File: config.mk
export PLATFORM = sky130hd
export DESIGN_NAME = psg_write_ctrl
export DESIGN_NICKNAME = d
export VERILOG_FILES = /design/src/rtl/psg_write_ctrl.sv
export SDC_FILE = /design/constraint.sdc
export NUM_CORES = 1
export LEC_CHECK = 0
export CAP_MARGIN = 25
export CORE_MARGIN = 4
export CORE_UTILIZATION = 64
export DETAILED_ROUTE_END_ITERATION = 8
export PLACE_DENSITY = 0.84
export SLEW_MARGIN = 20
export SYNTH_ARGS = -nofsm -noshare
export SYNTH_HDL_FRONTEND = slang
export SYNTH_SLANG_ARGS = --single-unit
File: constraint.sdc
create_clock -name CLK100MHZ -period 6.83 [get_ports CLK100MHZ]
set_input_delay 1.366 -clock CLK100MHZ [delete_from_list [all_inputs] [get_ports CLK100MHZ]]
set_output_delay 1.366 -clock CLK100MHZ [all_outputs]
set_load 0.05 [all_outputs]
File: src/rtl/psg_write_ctrl.sv
// psg_write_ctrl: FIFO-buffered, tick-aligned write sequencer for an SN76489-style PSG.
// Define PSG_WR_TIMEOUT_EN to abandon writes whose READY handshake exceeds TIMEOUT_TICKS.
module psg_write_ctrl #(
    parameter int FIFO_DEPTH    = 16,
    parameter int GAP_TICKS     = 2,
    parameter int TIMEOUT_TICKS = 64
) (
    input  logic                        CLK100MHZ,
    input  logic                        CPU_RESETN,
    input  logic                        ti_clk_en,
    input  logic                        wr_valid,
    input  logic [7:0]                  wr_data,
    output logic                        wr_ready,
    input  logic                        ti_READY,
    output logic                        ti_nCE,
    output logic                        ti_nWE,
    output logic [7:0]                  ti_D,
    output logic                        busy,
    output logic [$clog2(FIFO_DEPTH):0] fifo_level,
    output logic                        overflow,
    output logic                        timeout_err
);
    localparam int AW = $clog2(FIFO_DEPTH);
    localparam int GW = (GAP_TICKS > 1) ? $clog2(GAP_TICKS) : 1;

    typedef enum logic [2:0] {IDLE, SETUP, STROBE, WAIT_DONE, RECOVER} state_t;

    state_t        state_q, state_d;
    logic [7:0]    mem_q [FIFO_DEPTH];
    logic [AW-1:0] wptr_q, wptr_d, rptr_q, rptr_d;
    logic [AW:0]   level_q, level_d;
    logic [7:0]    data_q, data_d;
    logic          strobe_q, strobe_d;
    logic [GW-1:0] gap_q, gap_d;
    logic          ovf_q, ovf_d;
    logic          push, pop, empty, full;

`ifdef PSG_WR_TIMEOUT_EN
    localparam int TW = $clog2(TIMEOUT_TICKS + 1);
    logic [TW-1:0] to_q, to_d;
    logic          terr_q, terr_d;
`endif

    always_comb begin
        empty    = level_q == '0;
        full     = level_q == (AW+1)'(FIFO_DEPTH);
        pop      = ti_clk_en && state_q == IDLE && !empty;
        wr_ready = !full || pop;
        push     = wr_valid && wr_ready;
        wptr_d   = push ? wptr_q + 1'b1 : wptr_q;
        rptr_d   = pop ? rptr_q + 1'b1 : rptr_q;
        level_d  = level_q + (AW+1)'(push) - (AW+1)'(pop);
        ovf_d    = ovf_q || (wr_valid && !wr_ready);
        state_d  = state_q;
        data_d   = data_q;
        strobe_d = strobe_q;
        gap_d    = gap_q;
        if (ti_clk_en) begin
            case (state_q)
                IDLE: if (!empty) begin
                    data_d  = mem_q[rptr_q];
                    state_d = SETUP;
                end
                SETUP: begin
                    strobe_d = 1'b1;
                    state_d  = STROBE;
                end
                STROBE: if (!ti_READY) state_d = WAIT_DONE;
                WAIT_DONE: if (ti_READY) begin
                    strobe_d = 1'b0;
                    gap_d    = '0;
                    state_d  = RECOVER;
                end
                RECOVER: if (gap_q == GW'(GAP_TICKS - 1)) state_d = IDLE;
                         else gap_d = gap_q + 1'b1;
                default: state_d = IDLE;
            endcase
        end
`ifdef PSG_WR_TIMEOUT_EN
        to_d   = to_q;
        terr_d = terr_q;
        // A handshake that completes on the expiry tick wins over the timeout.
        if (ti_clk_en) begin
            if (state_q == SETUP) to_d = '0;
            else if ((state_q == STROBE || state_q == WAIT_DONE) && state_d != RECOVER) begin
                if (to_q == TW'(TIMEOUT_TICKS - 1)) begin
                    strobe_d = 1'b0;
                    gap_d    = '0;
                    state_d  = RECOVER;
                    terr_d   = 1'b1;
                end else to_d = to_q + 1'b1;
            end
        end
`endif
    end

    always_ff @(posedge CLK100MHZ or negedge CPU_RESETN) begin
        if (!CPU_RESETN) begin
            state_q  <= IDLE;
            wptr_q   <= '0;
            rptr_q   <= '0;
            level_q  <= '0;
            data_q   <= '0;
            strobe_q <= 1'b0;
            gap_q    <= '0;
            ovf_q    <= 1'b0;
        end else begin
            state_q  <= state_d;
            wptr_q   <= wptr_d;
            rptr_q   <= rptr_d;
            level_q  <= level_d;
            data_q   <= data_d;
            strobe_q <= strobe_d;
            gap_q    <= gap_d;
            ovf_q    <= ovf_d;
        end
    end

    always_ff @(posedge CLK100MHZ) begin
        if (push) mem_q[wptr_q] <= wr_data;
    end

`ifdef PSG_WR_TIMEOUT_EN
    always_ff @(posedge CLK100MHZ or negedge CPU_RESETN) begin
        if (!CPU_RESETN) begin
            to_q   <= '0;
            terr_q <= 1'b0;
        end else begin
            to_q   <= to_d;
            terr_q <= terr_d;
        end
    end
    assign timeout_err = terr_q;
`else
    assign timeout_err = 1'b0;
`endif

    // strobe_q is the single source for both strobes so they can never split.
    assign ti_nCE     = !strobe_q;
    assign ti_nWE     = !strobe_q;
    assign ti_D       = data_q;
    assign busy       = !empty || state_q != IDLE;
    assign fifo_level = level_q;
    assign overflow   = ovf_q;
endmodule

==> results.md, run 1 <==
* Status: completed
* FF+latch count, synth at 155
* Critical Path RT at 5.46 ns
* Finished Layout Cells at 533
* Power density over the cells at 442.8 mW/mm²
* Worst VDD drop at 0.2250 mV
* Setup crit end kind: output pin
* Layout area overhead at 14.94%
* Most frequent cells in the layout: edfxtp_1 (128), mux4_2 (32), clkdlybuf4s50_1 (30)
* Achievable Freq at 0.2051 GHz
* Net count after synthesis at 375
* Routed length per instance at 23.07 µm
* Tmin final at 4.875 ns
* First-pass GRT wire length at 19,180 µm
* H-tree depth at 4
* RR Startpoint: fifo_level[2]
* Layout cells sized above 1 at 20.25%
* Final-report hold violation count at 0
* Drt pass-1 iters at 5
* Area share of the largest cell type after synthesis at 60.32%
* Via-per-instance ratio at 6.135
* CORE AREA at 0.009729 mm²
* Yosys top cell by area: edfxtp_1
* Final setup violation count at 0
* Die Area at 0.01162 mm²
* Via count at 3,270
* HPWL after DPL at 7649 µm
* R2r endpoint: fifo_level[4]
* Reg2Reg Depth at 14
* Synth cell types at 44
* Max clock buf depth at 2
* Area contributors post-synth: edfxtp_1 (60%), mux4_2 (11%), dfrtp_1 (11%)
* GRT overflow at 0
* Crit path to: wr_ready
* Mapped Cells at 350
* Worst path arrival time at 3.51 ns
* Avg Inst Size Synth at 18.21 µm²
* Critical Path Start Type: input pin
* # rows at 36
* Antenna violations before repair at 0
* Die X at 107.8 µm
* Final Cycle Share at 71.37%
* Largest net degree at the start of global routing at 36
* Worst-path clk slew at 0.06 ns
* Worst Setup SP: ti_clk_en
* Commonest non-fill, non-tap cell in the layout: edfxtp_1
* Die height at 107.8 µm
* Post-Route WL at 12,300 µm
* Max_cap viols at 0
* Clock Latency Late Sink at 0.54 ns
* Unrepaired setup endpoints after global routing: no
* FILL cells at 569
* CTS resizes at 0
* R2r setup slk at 3.59 ns
* Final Skew at 0.007999 ns
* CTS Hold Bufs at 0
* Measured slew at the worst slew-check pin at 0.9011 ns
* Slew margin rel. at 39.70%
* Drt initial violations at 282
* Leakage at 2.579 nW
* Top FF cell, synth: edfxtp_1
* Post-Syn Area at 0.006372 mm²
* Crit-path cells: clkdlybuf4s50_1 -> or4b_4 -> nand3_1 -> clkdlybuf4s50_1
* Via count of the first global-routing pass at 3,302
* Slew Viols, Final at 0
* Top cell by count, worst path: clkdlybuf4s50_1
* Number of synthesized flops with an enable pin at 128
* # DRC at 0
* CTS tree: built
* Critical path type: input pin to output pin
* Asr flop ratio synth at 17.42%
* DP Cell Count at 501
* Routability congestion estimate at 0.8205
* Initial Utilization at 65.50%
* Clock Sinks at 155
* CTS Buf Count at 17
* Critical path's largest stage delay at 0.81 ns
* Sequential fraction of the synthesis area at 70.92%
* Setup Fix Bufs, Post-CTS at 0
* # diodes at 0
* Ports at 32
* I/O Buffers at 30
* Nets at 412
* CP max FO at 11
* Root Driver: clkbuf_8
* Synthesis warning total at 0
* Setup TNS at 0 ns
* Total track usage at 23.37%
* Slowest CP cell: clkdlybuf4s50_1
* Worst hold-check path type: register to register
* Post-DRT Antenna Nets at 0
how the worst min path moves through the flow:
stage / startpoint / endpoint / depth (start not counted)
floorplan: strobe_q / strobe_q / 1
global placement: overflow / overflow / 1
detailed placement: overflow / overflow / 1
CTS: overflow / overflow / 1
global route: overflow / overflow / 1
finish: overflow / overflow / 1
area by class of cell:
type / instances / area [µm²] / share of cell area [%]
clock inverters: 10 / 66.31 / 0.9054
multi-input cells: 155 / 1668 / 22.77
flip-flops and latches: 155 / 4521 / 61.72
clock buffers: 22 / 464.2 / 6.338
well taps: 133 / 166.4 / 2.272
inverters: 19 / 73.82 / 1.008
repair buffers: 39 / 365.4 / 4.988
cells by family (layout without fill, tap and decap cells):
logic type      count (synthesis)  count (layout)  synth area share [%]
compound gates                 40              40                 4.673
xor+xnor                       10              10                 1.375
fa+ha+maj                      12              12                 2.474
buf+inv                        40              90                 3.141
flops                         155             155                 70.92
mux                            40              40                 12.57
other cells                     1               1               0.05885
simple gates                   52              52                 4.791
cells in the mapped netlist (3+ instances only):
master,number
nor2b_1,10
xnor2_1,8
mux2i_1,8
buf_4,3
buf_6,4
mux4_2,32
inv_1,18
nor4_1,4
ha_1,11
buf_2,5
a211o_1,8
dfrtp_1,27
nand4_1,3
nor2_1,6
clkbuf_1,8
and2_1,4
nor3_1,4
a22o_1,8
edfxtp_1,128
a21oi_1,14
nand2_1,10
nand3_1,3
routing by layer:
metal | wire length [µm] | up-vias | global-route usage (%)
met1 | 4843 | 1658 | 29.56
met4 | 294 | 0 | 10.01
met2 | 6443 | 141 | 39.34
met3 | 717 | 30 | 5.039
met5 | 0 | - | 0
li1 | - | 1441 | -
state kept, by name (all words and copies together), names as in the netlist:
| register | cells |
|---|---|
| gap_q | 1 |
| wptr_q | 4 |
| overflow | 1 |
| mem_q | 128 |
| strobe_q | 1 |
| rptr_q | 4 |
| ti_D | 8 |
| fifo_level | 5 |
| state_q | 3 |
per-stage QoR:
step / hold WS [ns] / power (mW) / setup slack (ns) / instance area, µm² / util (%)
detailed placement: 0.4807 / 2.423 / 1.970 / 6794 / 69.83
finish: 0.4951 / 3.243 / 1.955 / 7325 / 75.28
CTS: 0.4947 / 3.265 / 1.965 / 7325 / 75.28
global placement: 0.4660 / 2.372 / 2.010 / 6774 / 69.62
global route: 0.5383 / 3.394 / 1.866 / 7325 / 75.28
floorplan: 0.4658 / 2.137 / 3.196 / 6372 / -
worst max-delay path, delay by kind of cell:
family | cells | cell delay [ns]
buffers and inverters | 2 | 1.49
AND/OR/NAND/NOR | 2 | 0.66
power by group:
part / leakage (nW) / switching [mW] / internal, mW
Combinational: 0.825 / 0.625 / 0.479
Clock: 0.268 / 0.356 / 0.477
Sequential: 1.49 / 0.125 / 1.18
Total: 2.58 / 1.11 / 2.14
(Power assumes the default switching activity.)
==> inputs of run 2 (changes only) <==
Settings changed: CORE_UTILIZATION 64 to 59, PLACE_DENSITY 0.84 to 0.78.
Clock period 6.83 ns to 4.8 ns, I/O delays scaled along.
==> results.md, run 2 (same netlist as run 1, synthesis figures left out) <==
* Status: completed
* Tmin final at 4.071 ns
* HPWL after DPL at 7943 µm (+3.8%)
* Ports at 32 (unchanged)
* Final-report hold violation count at 0 (unchanged)
* Combinational share of power at 33.0% (-1.0 points)
* Leakage at 2.572 nW (-0.27%)
* Setup TNS at 0 ns (unchanged)
* Post-Route WL at 12,700 µm (+3.3%)
* Initial Utilization at 61.18% (-4.3 points)
* CP max FO at 11 (unchanged)
* Post-DRT Antenna Nets at 0 (unchanged)
* Critical Path RT at 3.84 ns (-1.62 ns)
* Measured slew at the worst slew-check pin at 0.7536 ns (-0.1475 ns)
* Final Skew at 0.01579 ns (+0.007789 ns)
* Critical path type: input pin to output pin
* Seq pwr share at 41.3% (+1.0 points)
* Routability congestion estimate at 0.8295 (+1.1%)
* Max reg flops at 128 (unchanged)
* Worst-path clk slew at 0.06 ns (about the same)
* Total track usage at 21.92% (-1.4 points)
* Most frequent cells in the layout: edfxtp_1 (128), mux4_2 (32), clkdlybuf4s50_1 (30)
* Clock share of power at 25.7% (about the same)
* Switching pwr at 1.650 mW (+49%)
* CTS Hold Bufs at 0 (unchanged)
* Antenna violations before repair at 0 (unchanged)
* # diodes at 0 (unchanged)
* Worst hold margin at 0.4820 ns (-0.01312 ns)
* Achievable Freq at 0.2456 GHz
* # DRC at 0 (unchanged)
* Setup crit end kind: output pin
* # rows at 37 (+2.8%)
* Unrepaired setup endpoints after global routing: no
* CTS Buf Count at 17 (unchanged)
* Critical Path Start Type: input pin
* Nets at 415 (+0.73%)
* Root Driver: clkbuf_8
* CTS resizes at 0 (unchanged)
* Commonest non-fill, non-tap cell in the layout: edfxtp_1
* Max clock buf depth at 2 (unchanged)
* Die height at 111.9 µm (+3.8%)
* Largest net degree at the start of global routing at 28 (-22%)
* I/O Buffers at 30 (unchanged)
* Worst VDD drop at 0.3873 mV (+72%)
* Final setup violation count at 0 (unchanged)
* Worst hold-check path type: register to register
* Via-per-instance ratio at 6.128 (-0.12%)
* Placed cell area at 0.006808 mm² (+0.20%)
* Clock Latency Late Sink at 0.53 ns (about the same)
* CTS tree: built
* Most flops, register: mem_q
* Power density over the cells at 635.3 mW/mm² (+43%)
* Clock Sinks at 155 (unchanged)
* Via count of the first global-routing pass at 3,462 (+4.8%)
* GRT overflow at 0 (unchanged)
* Setup Fix Bufs, Post-CTS at 0 (unchanged)
* Drt pass-1 iters at 4 (-1)
* Slew margin rel. at 49.58% (+9.9 points)
* Sw Ratio at 35.39% (+1.3 points)
* Layout area overhead at 15.14%
* Die X at 111.9 µm (+3.8%)
* Routed length per instance at 23.57 µm (+2.2%)
* Worst path arrival time at 3.11 ns (-0.40 ns)
* Layout cells sized above 1 at 20.60% (+0.35 points)
* Via count at 3,303 (+1.0%)
* CORE AREA at 0.01042 mm² (+7.1%)
* Drt initial violations at 334 (+18%)
* Slew Viols, Final at 0 (unchanged)
* Max_cap viols at 0 (unchanged)
* First-pass GRT wire length at 20,220 µm (+5.5%)
* Fin area at 0.007337 mm² (+0.17%)
* Die Area at 0.01253 mm² (+7.8%)
* Final Cycle Share at 84.81%
* Power Internal at 3.012 mW (+41%)
* H-tree depth at 4 (unchanged)
==> run 2: changes by cell type in the layout (fill, tap and decap cells not counted), sizes merged <==
cell	before	now
clkinvlp	0	5
buf	9	12
inv	20	25
clkbuf	22	18
clkinv	9	3
==> run 2: worst max-delay path: stages <==
cell and delay (ns):
clkdlybuf4s50_1 0.68, or4b_4 0.54, nand3_1 0.12, clkdlybuf4s50_1 0.81
==> run 2: cell type report <==
class / count / area [µm²]
Clock inverter: 14 / 111.4
Clock buffer: 18 / 417.9
Timing Repair Buffer: 42 / 390.4
Tap cell: 136 / 170.2
Fill cell: 639 / 3079
Inverter: 19 / 73.82
Sequential cell: 155 / 4521
Multi-Input combinational cell: 155 / 1653
==> run 2: final timing paths <==
check                              start       endpoint  slack, ns  cells past startpoint
max                            ti_clk_en       wr_ready       0.73                      4
max reg2reg                fifo_level[2]  fifo_level[4]       1.61                     14
min reg2reg                     overflow       overflow       0.48                      1
min                             overflow       overflow       0.48                      1
max in group asynchronous     CPU_RESETN      rptr_q[0]       3.73                      2
min in group asynchronous     CPU_RESETN     state_q[0]       0.80                      2
==> run 2: per-layer routing <==
metal / vias to the layer above / wire length [µm] / GRT usage (%)
met5: - / 0 / 0
met2: 115 / 6303 / 33.85
met1: 1723 / 5480 / 31.24
met4: 0 / 104 / 5.596
met3: 10 / 816 / 6.467
li1: 1455 / - / -
==> run 2: stage by stage <==
| step | instances | total power, mW | setup slack, ns | utilization (%) |
|---|---|---|---|---|
| after floorplan | 350 | 3.040 | 1.650 | - |
| final | 539 | 4.661 | 0.7291 | 70.44 |
| after CTS | 539 | 4.692 | 0.7412 | 70.44 |
| after detailed placement | 507 | 3.478 | 0.7398 | 65.36 |
| after global placement | 507 | 3.424 | 0.7752 | 65.36 |
| after global routing | 539 | 4.899 | 0.6689 | 70.44 |
==> run 2: power groups by stage <==
stage	Clock (mW)	Sequential, mW	Combinational (mW)
finish	1.20	1.92	1.54
global route	1.29	1.96	1.65
CTS	1.21	1.93	1.55
detailed placement	0	1.95	1.53
global placement	0	1.93	1.49
floorplan	0	1.98	1.06
